==> config.mk <==
export PLATFORM = sky130hd
export DESIGN_NAME = multi_cycle_ctrl
export DESIGN_NICKNAME = d
export VERILOG_FILES = /design/src/rtl/multi_cycle_ctrl.sv
export SDC_FILE = /design/constraint.sdc
export NUM_CORES = 1
export LEC_CHECK = 0
export CAP_MARGIN = 20
export CORE_ASPECT_RATIO = 1.5
export CORE_MARGIN = 2
export CORE_UTILIZATION = 45
export CTS_CLUSTER_SIZE = 40
export DETAILED_ROUTE_END_ITERATION = 8
export PLACE_DENSITY = 0.85
export SETUP_SLACK_MARGIN = 0.1
export SLEW_MARGIN = 20
export SYNTH_ARGS = -nofsm -noshare
export SYNTH_HDL_FRONTEND = slang
export SYNTH_SLANG_ARGS = --single-unit
==> constraint.sdc <==
create_clock -name clk_i -period 2.05 [get_ports clk_i]
set_input_delay 0.41 -clock clk_i [delete_from_list [all_inputs] [get_ports clk_i]]
set_output_delay 0.41 -clock clk_i [all_outputs]
set_load 0.05 [all_outputs]
==> src/rtl/multi_cycle_ctrl.sv <==
// Multi-cycle MIPS control FSM. Steps each instruction through fetch,
// decode, execute, memory and writeback, handshakes with a variable-latency
// memory, and counts retired instructions.
//
// state    | meaning
// ---------+-----------------------------------------------------------
// FETCH    | read instruction memory; on ready latch IR and PC+4
// DECODE   | branch target precompute; dispatch on opcode
// EXEC_R   | ALU op from funct field
// WB_R     | write R-type result to rd
// EXEC_I   | ALU with sign-extended immediate (addi / slti)
// WB_I     | write immediate result to rt
// MEM_ADDR | effective address for lw / sw
// MEM_RD   | data read; wait for ready
// WB_MEM   | write loaded word to rt
// MEM_WR   | data write; wait for ready
// BRANCH   | compare rs/rt, conditional PC update
// JUMP     | PC <= jump target
// ERROR    | memory timeout; terminal until reset
module multi_cycle_ctrl #(
    parameter int OP_W    = 6,
    parameter int TIMEOUT = 16,
    parameter int EN_JUMP = 1,
    parameter int CNT_W   = 16
) (
    input  logic             clk_i,
    input  logic             rst_i,
    input  logic [OP_W-1:0]  instr_op_i,
    input  logic             mem_ready_i,
    output logic             mem_req_o,
    output logic             IorD_o,
    output logic             MemRead_o,
    output logic             MemWrite_o,
    output logic             IRWrite_o,
    output logic             PCWrite_o,
    output logic             PCWriteCond_o,
    output logic [1:0]       PCSource_o,
    output logic             ALUSrcA_o,
    output logic [1:0]       ALUSrcB_o,
    output logic [1:0]       ALUOp_o,
    output logic             RegDst_o,
    output logic             RegWrite_o,
    output logic             MemToReg_o,
    output logic             illegal_o,
    output logic             err_o,
    output logic [3:0]       state_o,
    output logic [CNT_W-1:0] instr_cnt_o
);

    typedef enum logic [3:0] {
        S_FETCH    = 4'd0,
        S_DECODE   = 4'd1,
        S_EXEC_R   = 4'd2,
        S_WB_R     = 4'd3,
        S_EXEC_I   = 4'd4,
        S_WB_I     = 4'd5,
        S_MEM_ADDR = 4'd6,
        S_MEM_RD   = 4'd7,
        S_WB_MEM   = 4'd8,
        S_MEM_WR   = 4'd9,
        S_BRANCH   = 4'd10,
        S_JUMP     = 4'd11,
        S_ERROR    = 4'd12
    } state_t;

    // Wide enough to hold TIMEOUT itself; the counter saturates at all-ones.
    localparam int WAIT_W = (TIMEOUT < 2) ? 1 : $clog2(TIMEOUT + 1);

    localparam logic [OP_W-1:0] OP_RTYPE = OP_W'(6'b000000);
    localparam logic [OP_W-1:0] OP_ADDI  = OP_W'(6'b001000);
    localparam logic [OP_W-1:0] OP_SLTI  = OP_W'(6'b001010);
    localparam logic [OP_W-1:0] OP_LW    = OP_W'(6'b100011);
    localparam logic [OP_W-1:0] OP_SW    = OP_W'(6'b101011);
    localparam logic [OP_W-1:0] OP_BEQ   = OP_W'(6'b000100);
    localparam logic [OP_W-1:0] OP_J     = OP_W'(6'b000010);

    state_t            state;
    logic [WAIT_W-1:0] wait_cnt;
    logic [WAIT_W-1:0] wait_inc;
    logic              timed_out;
    logic              op_legal;

    // Saturating wait increment and timeout detect; a same-cycle ready wins.
    always_comb begin
        wait_inc  = (wait_cnt == '1) ? wait_cnt : wait_cnt + WAIT_W'(1);
        timed_out = (TIMEOUT != 0) && (wait_cnt == WAIT_W'(TIMEOUT)) && !mem_ready_i;
    end

    // Opcode legality, used for the illegal pulse in DECODE.
    always_comb begin
        op_legal = (instr_op_i == OP_RTYPE) || (instr_op_i == OP_ADDI) ||
                   (instr_op_i == OP_SLTI)  || (instr_op_i == OP_LW)   ||
                   (instr_op_i == OP_SW)    || (instr_op_i == OP_BEQ)  ||
                   ((EN_JUMP != 0) && (instr_op_i == OP_J));
    end

    // State sequencing, memory wait counter and retire counter.
    always_ff @(posedge clk_i or negedge rst_i) begin
        if (!rst_i) begin
            state       <= S_FETCH;
            wait_cnt    <= '0;
            instr_cnt_o <= '0;
        end else begin
            wait_cnt <= '0;
            case (state)
                S_FETCH: begin
                    if (mem_ready_i)    state <= S_DECODE;
                    else if (timed_out) state <= S_ERROR;
                    else                wait_cnt <= wait_inc;
                end
                S_DECODE: begin
                    if (instr_op_i == OP_RTYPE)
                        state <= S_EXEC_R;
                    else if ((instr_op_i == OP_ADDI) || (instr_op_i == OP_SLTI))
                        state <= S_EXEC_I;
                    else if ((instr_op_i == OP_LW) || (instr_op_i == OP_SW))
                        state <= S_MEM_ADDR;
                    else if (instr_op_i == OP_BEQ)
                        state <= S_BRANCH;
                    else if ((EN_JUMP != 0) && (instr_op_i == OP_J))
                        state <= S_JUMP;
                    else
                        state <= S_FETCH;
                end
                S_EXEC_R:   state <= S_WB_R;
                S_EXEC_I:   state <= S_WB_I;
                S_MEM_ADDR: state <= (instr_op_i == OP_LW) ? S_MEM_RD : S_MEM_WR;
                S_MEM_RD: begin
                    if (mem_ready_i)    state <= S_WB_MEM;
                    else if (timed_out) state <= S_ERROR;
                    else                wait_cnt <= wait_inc;
                end
                S_MEM_WR: begin
                    if (mem_ready_i) begin
                        state       <= S_FETCH;
                        instr_cnt_o <= instr_cnt_o + CNT_W'(1);
                    end else if (timed_out) begin
                        state <= S_ERROR;
                    end else begin
                        wait_cnt <= wait_inc;
                    end
                end
                S_WB_R, S_WB_I, S_WB_MEM, S_BRANCH, S_JUMP: begin
                    state       <= S_FETCH;
                    instr_cnt_o <= instr_cnt_o + CNT_W'(1);
                end
                S_ERROR: state <= S_ERROR;
                default: state <= S_FETCH;
            endcase
        end
    end

    // Datapath controls decoded from state; everything held low during reset.
    always_comb begin
        mem_req_o     = 1'b0;
        IorD_o        = 1'b0;
        MemRead_o     = 1'b0;
        MemWrite_o    = 1'b0;
        IRWrite_o     = 1'b0;
        PCWrite_o     = 1'b0;
        PCWriteCond_o = 1'b0;
        PCSource_o    = 2'b00;
        ALUSrcA_o     = 1'b0;
        ALUSrcB_o     = 2'b00;
        ALUOp_o       = 2'b00;
        RegDst_o      = 1'b0;
        RegWrite_o    = 1'b0;
        MemToReg_o    = 1'b0;
        illegal_o     = 1'b0;
        err_o         = 1'b0;
        if (rst_i) begin
            case (state)
                S_FETCH: begin
                    mem_req_o = 1'b1;
                    MemRead_o = 1'b1;
                    ALUSrcB_o = 2'b01;
                    IRWrite_o = mem_ready_i;
                    PCWrite_o = mem_ready_i;
                end
                S_DECODE: begin
                    ALUSrcB_o = 2'b11;
                    illegal_o = !op_legal;
                end
                S_EXEC_R: begin
                    ALUSrcA_o = 1'b1;
                    ALUOp_o   = 2'b10;
                end
                S_WB_R: begin
                    RegDst_o   = 1'b1;
                    RegWrite_o = 1'b1;
                end
                S_EXEC_I: begin
                    ALUSrcA_o = 1'b1;
                    ALUSrcB_o = 2'b10;
                    ALUOp_o   = (instr_op_i == OP_SLTI) ? 2'b11 : 2'b00;
                end
                S_WB_I: RegWrite_o = 1'b1;
                S_MEM_ADDR: begin
                    ALUSrcA_o = 1'b1;
                    ALUSrcB_o = 2'b10;
                end
                S_MEM_RD: begin
                    mem_req_o = 1'b1;
                    MemRead_o = 1'b1;
                    IorD_o    = 1'b1;
                end
                S_WB_MEM: begin
                    MemToReg_o = 1'b1;
                    RegWrite_o = 1'b1;
                end
                S_MEM_WR: begin
                    mem_req_o  = 1'b1;
                    MemWrite_o = 1'b1;
                    IorD_o     = 1'b1;
                end
                S_BRANCH: begin
                    ALUSrcA_o     = 1'b1;
                    ALUOp_o       = 2'b01;
                    PCWriteCond_o = 1'b1;
                    PCSource_o    = 2'b01;
                end
                S_JUMP: begin
                    PCWrite_o  = 1'b1;
                    PCSource_o = 2'b10;
                end
                S_ERROR: err_o = 1'b1;
                default: ;
            endcase
        end
    end

    assign state_o = state;

endmodule

==> qor.txt, run 1 <==
====================================================================================
Pin count of the biggest net entering global routing                              27
Gp weighted congestion                                                        0.8641
Sum of routed wire length over all layers                                    5995 µm
Number of diodes added for antenna fixing                                          0
Count of filler cells inserted in the layout                                     185
Final cell area excluding filler cells                                      3138 µm²
Final Hold Violating Endpoints                                                     0
Cell depth of the worst flop-to-flop path                                          5
Width of the die                                                            55.23 µm
Root cell of the clock tree                                                 clkbuf_8
Max_cap viols                                                                      0
Net Count, Synth                                                                 202
Proportion of synthesized flip-flops having asynchronous set or reset         100.0%
Path class of the lowest-slack min-delay path                               in2async
Peak supply drop                                                             1394 µV
Data arrival time of the critical path                                       1.72 ns
Signed area change from the synthesized netlist to the final layout           77.12%
Max-slew violation count                                                           0
Clk_lat worst skew                                                           0.28 ns
Core Footprint                                                              3716 µm²
Top cells by instance count after synthesis                             dfrtp_1, nor2_1, xnor2_1, nand2_1, and4_1
Failing checks                                                          setup timing
Path type of the worst setup path                                            reg2out
Worst endpoint required time                                                 1.64 ns
Startpoint type of the worst setup path                                    flip-flop
Maximum level of the CTS H-tree                                                    1
Global-route wire length before repair                                       9101 µm
First-pass iteration count of the detailed router                                  4
Routed vias                                                                     1898
Leakage power                                                               1.508 nW
Reg clk slew, reported paths                                                 0.09 ns
Number of remaining DRC errors                                                     0
Dpl cell area                                                               2723 µm²
All-layer global routing usage                                                25.60%
Sink count of the clock tree                                                      25
Mean Syn Cell Area                                                         9.374 µm²
Residual antenna-violating net count after detailed routing                        0
Share of post-route cells with drive strength above 1                         47.64%
Number of input and output port buffers inserted                                  47
Total of flip-flops plus latches after synthesis                                  25
Minimum period implied by the final worst setup slack                       2.135 ns
DIE HEIGHT                                                                  80.85 µm
HPWL after detailed placement                                                3572 µm
Antenna violations before repair                                                   0
Largest fanout on the critical path                                                5
Final worst hold slack                                                     0.4006 ns
Number of warnings reported in the yosys synthesis log                             0
Synth Cell Area                                                             1772 µm²
Wirelength per Cell                                                         18.85 µm
Primary FF master, synth                                                     dfrtp_1
Setup-failing EPs final                                                            6
Average vias per placed instance                                               5.969
Count of flip-flops with a built-in enable after synthesis                         0
Cell type with the largest total area after synthesis                        dfrtp_1
Crit. End Element                                                       primary output
Max Fclk                                                                  0.4684 GHz
Most common cell in the netlist                                              dfrtp_1
Initial cell density of the core                                              47.68%
Total power divided by cell area                                        953.6 nW/µm²
Distinct cell type count after synthesis                                          53
PnR Total Power                                                             2.993 mW
CTS max path bufs                                                                  2
Post-CTS Hold Fix Bufs                                                             0
Post-synthesis cell count                                                        189
Status                                                                  finished with violations
Initial DRC count                                                                 51
TritonCTS clock tree                                                            done
Net count of the finished layout                                                 289
Total overflow reported by the global router                                       0
I/O Pins                                                                          48
CTS buffer count                                                                   3
Main area contributors after synthesis                                  dfrtp_1, xnor2_1, nor2_1
Min setup slack post-route                                               -0.08473 ns
Standard-cell row count                                                           27
Multi-input gate area in the final layout                                   1320 µm²
Area share of the largest cell type after synthesis                           35.31%
Slew at the pin with the worst max-slew slack                              0.5118 ns
Fin crit share                                                                104.1%
Sequential fraction of the synthesis area                                     35.31%
Final Skew                                                               0.007718 ns
Worst relative slew slack                                                     65.83%
Overall die area                                                            4465 µm²
Vias in the first global route                                                  1898
Storage element area                                                       633.1 µm²
Setup repair after global routing missed its margin                              yes
====================================================================================
[sequential cells by signal (all words and copies together) (netlist names)]
name         cells
instr_cnt_o     16
wait_cnt         5
state_o          4
[cell type report]
| type | instances | area share, % |
|---|---|---|
| Clock buffer | 3 | 1.316 |
| Timing Repair Buffer | 93 | 33.53 |
| Tap cell | 43 | 1.715 |
| Clock inverter | 1 | 0.2791 |
| Inverter | 7 | 0.9171 |
| Multi-Input combinational cell | 146 | 42.07 |
| Sequential cell | 25 | 20.18 |
[worst max-delay path, stage by stage (launching register included)]
cell and delay [ns]:
dfrtp_2 0.47, buf_6 0.14, or3_4 0.39, a21oi_4 0.17, or2_4 0.15, buf_12 0.13
[routing by layer]
| metal | track usage [%] | wire [µm] | vias up |
|---|---|---|---|
| met5 | 0 | 0 | - |
| met4 | 15.61 | 364 | 0 |
| met3 | 1.274 | 274 | 32 |
| met2 | 50.36 | 3348 | 93 |
| met1 | 26.33 | 2008 | 919 |
| li1 | - | - | 854 |
[cells by family after synthesis]
logic type	after synthesis	synth area share (%)
muxes	4	2.331
xor gates and xnor gates	20	9.887
and+or+nand+nor	92	32.70
adders and majority gates	4	2.825
AOI/OAI and AO/OA	26	11.87
DFF	25	35.31
buffers and inverters	18	5.084
[per-stage QoR]
step | worst slack [ns] | TNS (ns) | cells | util (%)
floorplan | -0.06414 | -0.1592 | 189 | -
global placement | -0.1027 | -0.5478 | 288 | 73.27
detailed placement | -0.1499 | -1.001 | 288 | 73.27
CTS | -0.01744 | -0.02775 | 313 | 81.08
global route | -0.1238 | -0.5336 | 318 | 84.44
finish | -0.08473 | -0.2984 | 318 | 84.44
[layout by cell type (no fill, tap or decap), types with 3 or more instances in the layout]
master            n
nor3_4            5
ha_1              4
xnor2_1          15
nand2_1           6
nand2_2           3
nand3_1           3
nand3_2           4
dlymetal6s2s_1    6
buf_6            14
dlygate4sd2_1    11
and3_1            5
buf_4            37
or2_4             3
nand4_1           4
clkdlybuf4s50_1   6
dfrtp_2           3
buf_12           18
nand4_2           4
xor2_1            5
nor2_1            7
clkbuf_8          3
and2_1            3
nor2_4            9
nor2b_4           3
inv_1             5
nand2b_1          3
dfrtp_1          21
and4_1            7
[power breakdown]
part | internal [mW] | switching, mW | total [mW] | leakage, nW
logic | 0.856 | 1.14 | 1.99 | 1.15
clock network | 0.143 | 0.164 | 0.307 | 0.0261
registers | 0.571 | 0.122 | 0.693 | 0.333
[worst paths after layout]
check | startpoint | endpoint | slack [ns]
worst min register to register | instr_cnt_o[15]$_DFFE_PN0P_ | instr_cnt_o[15]$_DFFE_PN0P_ | 0.48
worst max-delay path | state_o[1]$_DFF_PN0_ | mem_req_o | -0.08
worst min-delay path | rst_i | wait_cnt[3]$_DFFE_PN0P_ | 0.40
max in group asynchronous | rst_i | state_o[2]$_DFF_PN0_ | 1.42
worst max register to register | state_o[0]$_DFF_PN0_ | instr_cnt_o[1]$_DFFE_PN0P_ | 0.17
min in group clk_i | instr_cnt_o[15]$_DFFE_PN0P_ | instr_cnt_o[15]$_DFFE_PN0P_ | 0.48
[what timing repair did]
| action | in CTS | in global routing |
|---|---|---|
| endpoints found under the setup margin | 24 | 23 |
| pin swaps | 7 | 5 |
| cloned | 0 | 0 |
| hold endpoints to repair | 0 | 0 |
| setup buffers | 21 | 5 |
| resized for setup | 40 | 26 |
(Power assumes the default switching activity.)
==> run 2, diff against run 1 <==
--- a/config.mk
+++ b/config.mk
@@ -8,12 +8,11 @@
 export CAP_MARGIN = 20
 export CORE_ASPECT_RATIO = 1.5
 export CORE_MARGIN = 2
-export CORE_UTILIZATION = 45
+export CORE_UTILIZATION = 32
 export CTS_CLUSTER_SIZE = 40
 export DETAILED_ROUTE_END_ITERATION = 8
-export PLACE_DENSITY = 0.85
+export PLACE_DENSITY = 0.67
 export SETUP_SLACK_MARGIN = 0.1
-export SLEW_MARGIN = 20
 export SYNTH_ARGS = -nofsm -noshare
 export SYNTH_HDL_FRONTEND = slang
 export SYNTH_SLANG_ARGS = --single-unit
==> qor.txt, run 2 (synthesis gave the netlist of run 1 again) <==
========================================================================================
Slew at the pin with the worst max-slew slack                                  0.5112 ns   -0.0005440 ns
Relative contribution of sequential cells to total power                           23.9%   +0.7 points
Root cell of the clock tree                                                     clkbuf_8
Max_cap viols                                                                          0   unchanged
Worst relative slew slack                                                         65.86%   about the same
Master of the slowest instance on the critical path                              dfrtp_2
Width of the die                                                                64.76 µm   +17%
Worst endpoint required time                                                     2.23 ns   +0.59 ns
Number of diodes added for antenna fixing                                              0   unchanged
Internal reg-to-reg setup slack                                                  0.02 ns   -0.15 ns
Path class of the lowest-slack min-delay path                                   in2async
Critical register-to-register path startpoint                               state_o[0]$_DFF_PN0_
HPWL after detailed placement                                                    3798 µm   +6.3%
Gp weighted congestion                                                            0.7654   -11%
Max FFs per register                                                                  16   unchanged
Fin crit share                                                                    99.12%   -5.0 points
Final worst hold slack                                                         0.1559 ns   -0.2447 ns
CP Cell Sequence                                                            buf_4 -> buf_4 -> buf_4 -> and4bb_1 -> a211o_4 -> buf_4 -> nand4_2 -> xnor2_1
Signed area change from the synthesized netlist to the final layout               76.48%
DIE HEIGHT                                                                      95.13 µm   +18%
Antenna violations before repair                                                       0   unchanged
Total power divided by cell area                                            923.8 nW/µm²   -3.1%
All-layer global routing usage                                                    16.51%   -9.1 points
Number of input and output port buffers inserted                                      47   unchanged
Vias in the first global route                                                      1840   -3.1%
Switching portion of total power                                                  46.29%   -1.3 points
Share of post-route cells with drive strength above 1                             46.76%   -0.87 points
Design internal power                                                           1.551 mW   -1.2%
Pin count of the biggest net entering global routing                                  17   -37%
Initial cell density of the core                                                  32.76%   -15 points
I/O Pins                                                                              48   unchanged
Reg2Reg Capture Point                                                       instr_cnt_o[8]$_DFFE_PN0P_
Post-CTS Hold Fix Bufs                                                                 0   unchanged
Setup repair after global routing missed its margin                                  yes
Reg clk slew, reported paths                                                     0.08 ns   about the same
Residual antenna-violating net count after detailed routing                            0   unchanged
Comb power frac                                                                    66.5%   about the same
Data arrival time of the critical path                                           2.21 ns   +0.49 ns
Startpoint type of the worst setup path                                        flip-flop
Routed vias                                                                         1844   -2.8%
Setup-failing EPs final                                                                0   -6
Crit. End Element                                                              flip-flop
Minimum period implied by the final worst setup slack                           2.032 ns   -0.1028 ns
Global-route wire length before repair                                           8162 µm   -10%
Path type of the worst setup path                                                reg2reg
Status                                                                      finished, final reports clean
Sink count of the clock tree                                                          25   unchanged
CTS max path bufs                                                                      2   unchanged
Standard-cell row count                                                               33   +22%
TritonCTS clock tree                                                                done
Leakage power                                                                   1.515 nW   +0.51%
Overall die area                                                                6160 µm²   +38%
PnR Total Power                                                                 2.888 mW   -3.5%
Peak supply drop                                                                 1032 µV   -26%
Clk_lat worst skew                                                               0.26 ns   -0.02 ns
Cell depth of the worst flop-to-flop path                                              8   +3
Final Skew                                                                   0.006581 ns   -0.001137 ns
Highest-count cells in the layout ignoring fill and taps                    buf_4, dfrtp_1, buf_12
Net count of the finished layout                                                     292   +1.0%
Category of cells accounting for the largest share of critical-path delay   buffers and inverters
Commonest non-fill, non-tap cell in the layout                                     buf_4
Clk pwr share                                                                       9.6%   -0.6 points
Critical path's most frequent cell                                                 buf_4
Initial DRC count                                                                     50   -2.0%
CP Buf/Inv Count                                                                       4   +2
Max-slew violation count                                                               0   unchanged
Core Footprint                                                                  5409 µm²   +46%
Number of remaining DRC errors                                                         0   unchanged
Register bank with the most flops                                            instr_cnt_o
Delay contributed by the slowest stage of the critical path                      0.48 ns   about the same
First-pass iteration count of the detailed router                                      4   unchanged
Largest fanout on the critical path                                                    6   +1
Maximum level of the CTS H-tree                                                        1   unchanged
Final Hold Violating Endpoints                                                         0   unchanged
CTS buffer count                                                                       3   unchanged
Max Fclk                                                                      0.4921 GHz   +5.1%
Total overflow reported by the global router                                           0   unchanged
Sum of routed wire length over all layers                                        5419 µm   -9.6%
Average vias per placed instance                                                   5.299   -11%
Net Switching                                                                   1.337 mW   -6.0%
Wirelength per Cell                                                             15.57 µm   -17%
========================================================================================
[run 2: cell count changes in the layout (fill, tap and decap cells not counted), sizes merged]
cell and change:
a211o +1, buf +3, clkdlybuf4s50 +2, clkinv +1, dlygate4sd2 -3, inv -1
[run 2: routing by layer]
metal	vias up	GRT usage, %	part of all wire [%]
met2	69	33.42	56
met1	902	17.01	38
li1	862	-	-
met3	11	2.007	4.4
met5	-	0	0
met4	0	5.496	1.7
[run 2: what timing repair did]
item,in CTS,in global routing
gates cloned,0,1
setup buffers,12,12
endpoints found under the setup margin,22,22
resized for setup,20,28
pin swaps,4,8
[run 2: worst reg2reg max path, cell delays in order (launching register included)]
cell	delay, ns
dfrtp_2	0.48
buf_4	0.19
buf_4	0.14
buf_4	0.16
and4bb_1	0.24
a211o_4	0.37
buf_4	0.17
nand4_2	0.08
xnor2_1	0.12
[run 2: layout make-up]
| class | instances | area (µm²) |
|---|---|---|
| Clock inverter | 1 | 5.005 |
| Sequential cell | 25 | 633.1 |
| Inverter | 7 | 26.28 |
| Clock buffer | 3 | 41.29 |
| Fill cell | 439 | 2282 |
| Timing Repair Buffer | 95 | 1044 |
| Tap cell | 70 | 87.58 |
| Multi-Input combinational cell | 147 | 1290 |
[run 2: how the worst max path moves through the flow]
stage | start | end | slack, ns | cells after the start
3_5_place_dp | rst_i | PCWrite_o | -0.15 | 6
3_3_place_gp | rst_i | ALUSrcA_o | -0.14 | 5
5_1_grt | state_o[0]$_DFF_PN0_ | instr_cnt_o[11]$_DFFE_PN0P_ | -0.04 | 7
4_1_cts | state_o[2]$_DFF_PN0_ | PCWrite_o | 0.02 | 4
2_1_floorplan | state_o[1]$_DFF_PN0_ | mem_req_o | -0.06 | 4
6_report | state_o[0]$_DFF_PN0_ | instr_cnt_o[8]$_DFFE_PN0P_ | 0.02 | 8
[run 2: metrics by stage]
step / worst slack (ns) / utilization [%] / std cells / cell area (µm²) / TNS, ns
detailed placement: -0.1494 / 51.52 / 319 / 2786 / -1.677
global placement: -0.1421 / 51.52 / 319 / 2786 / -1.383
finish: 0.01807 / 57.81 / 348 / 3127 / 0
global route: -0.03590 / 57.81 / 348 / 3127 / -0.2760
CTS: 0.01894 / 54.38 / 335 / 2942 / 0
floorplan: -0.06414 / - / 189 / 1967 / -0.1592
[run 2: power groups by stage]
stage	sequential, mW	clock, mW	combinational [mW]
3_3_place_gp	0.730	0	1.53
2_1_floorplan	0.867	0	0.870
6_report	0.689	0.277	1.92
3_5_place_dp	0.732	0	1.56
5_1_grt	0.702	0.305	2.02
4_1_cts	0.699	0.285	1.69
==> run 3, diff against run 2 <==
--- a/config.mk
+++ b/config.mk
@@ -13,6 +13,7 @@
 export DETAILED_ROUTE_END_ITERATION = 8
 export PLACE_DENSITY = 0.67
 export SETUP_SLACK_MARGIN = 0.1
+export SKIP_LAST_GASP = 1
 export SYNTH_ARGS = -nofsm -noshare
 export SYNTH_HDL_FRONTEND = slang
 export SYNTH_SLANG_ARGS = --single-unit
==> qor.txt, run 3 (synthesis gave the netlist of run 1 again) <==
==================================================================================
Status                                                                finished, final reports clean
Clk_lat worst skew                                                         0.26 ns   about the same
Fraction of the core area covered by cells at the end of the flow           57.71%   -0.092 points
Leakage power                                                             1.514 nW   about the same
I/O Pins                                                                        48   unchanged
Initial cell density of the core                                            32.76%   unchanged
Antenna violations before repair                                                 0   unchanged
Standard-cell row count                                                         33   unchanged
Number of remaining DRC errors                                                   0   unchanged
Minimum period implied by the final worst setup slack                     2.031 ns   -0.001062 ns
Max-slew violation count                                                         0   unchanged
Number of cells after detailed placement                                       319   unchanged
Worst relative slew slack                                                   65.86%   unchanged
Data arrival time of the critical path                                     2.21 ns   about the same
Routed vias                                                                   1828   -0.87%
Register bank with the most flops                                      instr_cnt_o
Overall die area                                                          6160 µm²   unchanged
Width of the die                                                          64.76 µm   unchanged
DIE HEIGHT                                                                95.13 µm   unchanged
Crit. End Element                                                        flip-flop
Pin count of the biggest net entering global routing                            17   unchanged
Net count of the finished layout                                               292   unchanged
Post-CTS Hold Fix Bufs                                                           0   unchanged
TritonCTS clock tree                                                          done
CTS max path bufs                                                                2   unchanged
Slew at the pin with the worst max-slew slack                            0.5112 ns   unchanged
Share of post-route cells with drive strength above 1                       46.40%   -0.36 points
Final Hold Violating Endpoints                                                   0   unchanged
Worst Setup Slack post-DPL                                              -0.1494 ns   unchanged
Worst endpoint required time                                               2.23 ns   about the same
Root cell of the clock tree                                               clkbuf_8
Commonest non-fill, non-tap cell in the layout                               buf_4
Max_cap viols                                                                    0   unchanged
Setup repair after global routing missed its margin                            yes
Wirelength per Cell                                                       15.48 µm   -0.57%
Reg clk slew, reported paths                                               0.08 ns   about the same
Highest-count cells in the layout ignoring fill and taps              buf_4, dfrtp_1, buf_12
Vias in the first global route                                                1840   unchanged
Sum of routed wire length over all layers                                  5388 µm   -0.57%
Path type of the worst setup path                                          reg2reg
CTS buffer count                                                                 3   unchanged
Post-route non-filler standard cell count                                      348   unchanged
Signed area change from the synthesized netlist to the final layout         76.20%
Min setup slack post-route                                              0.01913 ns   +0.001062 ns
Sink count of the clock tree                                                    25   unchanged
Final worst hold slack                                                   0.1554 ns   -0.0004660 ns
Max Fclk                                                                0.4924 GHz   about the same
Setup-failing EPs final                                                          0   unchanged
Gp weighted congestion                                                      0.7654   unchanged
Path class of the lowest-slack min-delay path                             in2async
Total overflow reported by the global router                                     0   unchanged
Max FFs per register                                                            16   unchanged
Average vias per placed instance                                             5.253   -0.87%
Core Footprint                                                            5409 µm²   unchanged
Final Skew                                                             0.006524 ns   -0.00005685 ns
Initial DRC count                                                               47   -6.0%
Total power divided by cell area                                      922.3 nW/µm²   -0.16%
Largest fanout on the critical path                                              6   unchanged
All-layer global routing usage                                              16.51%   unchanged
Count of filler cells inserted in the layout                                   441   +0.46%
HPWL after detailed placement                                              3798 µm   unchanged
Maximum level of the CTS H-tree                                                  1   unchanged
Peak supply drop                                                           1033 µV   about the same
Residual antenna-violating net count after detailed routing                      0   unchanged
Number of diodes added for antenna fixing                                        0   unchanged
Global-route wire length before repair                                     8162 µm   unchanged
Startpoint type of the worst setup path                                  flip-flop
Cell depth of the worst flop-to-flop path                                        8   unchanged
Fin crit share                                                              99.07%   about the same
Post-Route Setup TNS                                                          0 ns   unchanged
First-pass iteration count of the detailed router                                4   unchanged
Number of input and output port buffers inserted                                47   unchanged
==================================================================================
==> run 3: final cells by class <==
| type | instances | area, µm² | share of cell area, % |
|---|---|---|---|
| timing repair buffer | 95 | 1044 | 33.43 |
| tap | 70 | 87.58 | 2.806 |
| multi-input combinational | 147 | 1285 | 41.16 |
| sequential | 25 | 633.1 | 20.28 |
| inverter | 7 | 26.28 | 0.8417 |
| clock buffer | 3 | 41.29 | 1.323 |
| clock inverter | 1 | 5.005 | 0.1603 |
==> run 3: per-layer routing <==
metal  vias to the layer above  track usage [%]  wire [µm]
li1                        862                -          -
met1                       885            17.01       2028
met2                        70            33.42       3034
met3                        11            2.007        239
met4                         0            5.496         86
met5                         -                0          0
==> run 3: critical path: stages, from the launching register on <==
cell	delay, ns
dfrtp_2	0.48
buf_4	0.19
buf_4	0.14
buf_4	0.16
and4bb_1	0.24
a211o_4	0.37
buf_4	0.16
nand4_2	0.08
xnor2_1	0.12
==> run 3: stage by stage <==
stage | power (mW) | instance area [µm²]
finish | 2.879 | 3122
detailed placement | 2.291 | 2786
floorplan | 1.737 | 1967
CTS | 2.674 | 2942
global placement | 2.261 | 2786
global route | 3.016 | 3122
==> run 3: what timing repair did <==
item,in CTS,in global routing
pin swaps,4,8
setup buffers,12,12
resized for setup,20,27
endpoints found under the hold margin,0,0
setup endpoints to repair,22,22
gates cloned,0,1
==> run 3: final timing paths <==
| kind | startpoint | end | slack [ns] |
|---|---|---|---|
| max in group asynchronous | rst_i | wait_cnt[4]$_DFFE_PN0P_ | 1.71 |
| setup / recovery | state_o[0]$_DFF_PN0_ | instr_cnt_o[8]$_DFFE_PN0P_ | 0.02 |
| min in group clk_i | instr_cnt_o[15]$_DFFE_PN0P_ | instr_cnt_o[15]$_DFFE_PN0P_ | 0.47 |
| hold / removal | rst_i | instr_cnt_o[10]$_DFFE_PN0P_ | 0.16 |
| hold reg to reg | instr_cnt_o[15]$_DFFE_PN0P_ | instr_cnt_o[15]$_DFFE_PN0P_ | 0.47 |
| setup reg to reg | state_o[0]$_DFF_PN0_ | instr_cnt_o[8]$_DFFE_PN0P_ | 0.02 |
==> run 3: power by group <==
group | leakage [nW] | internal (mW) | switching, mW
registers | 0.333 | 0.572 | 0.117
logic | 1.16 | 0.838 | 1.08
clock network | 0.0255 | 0.135 | 0.142
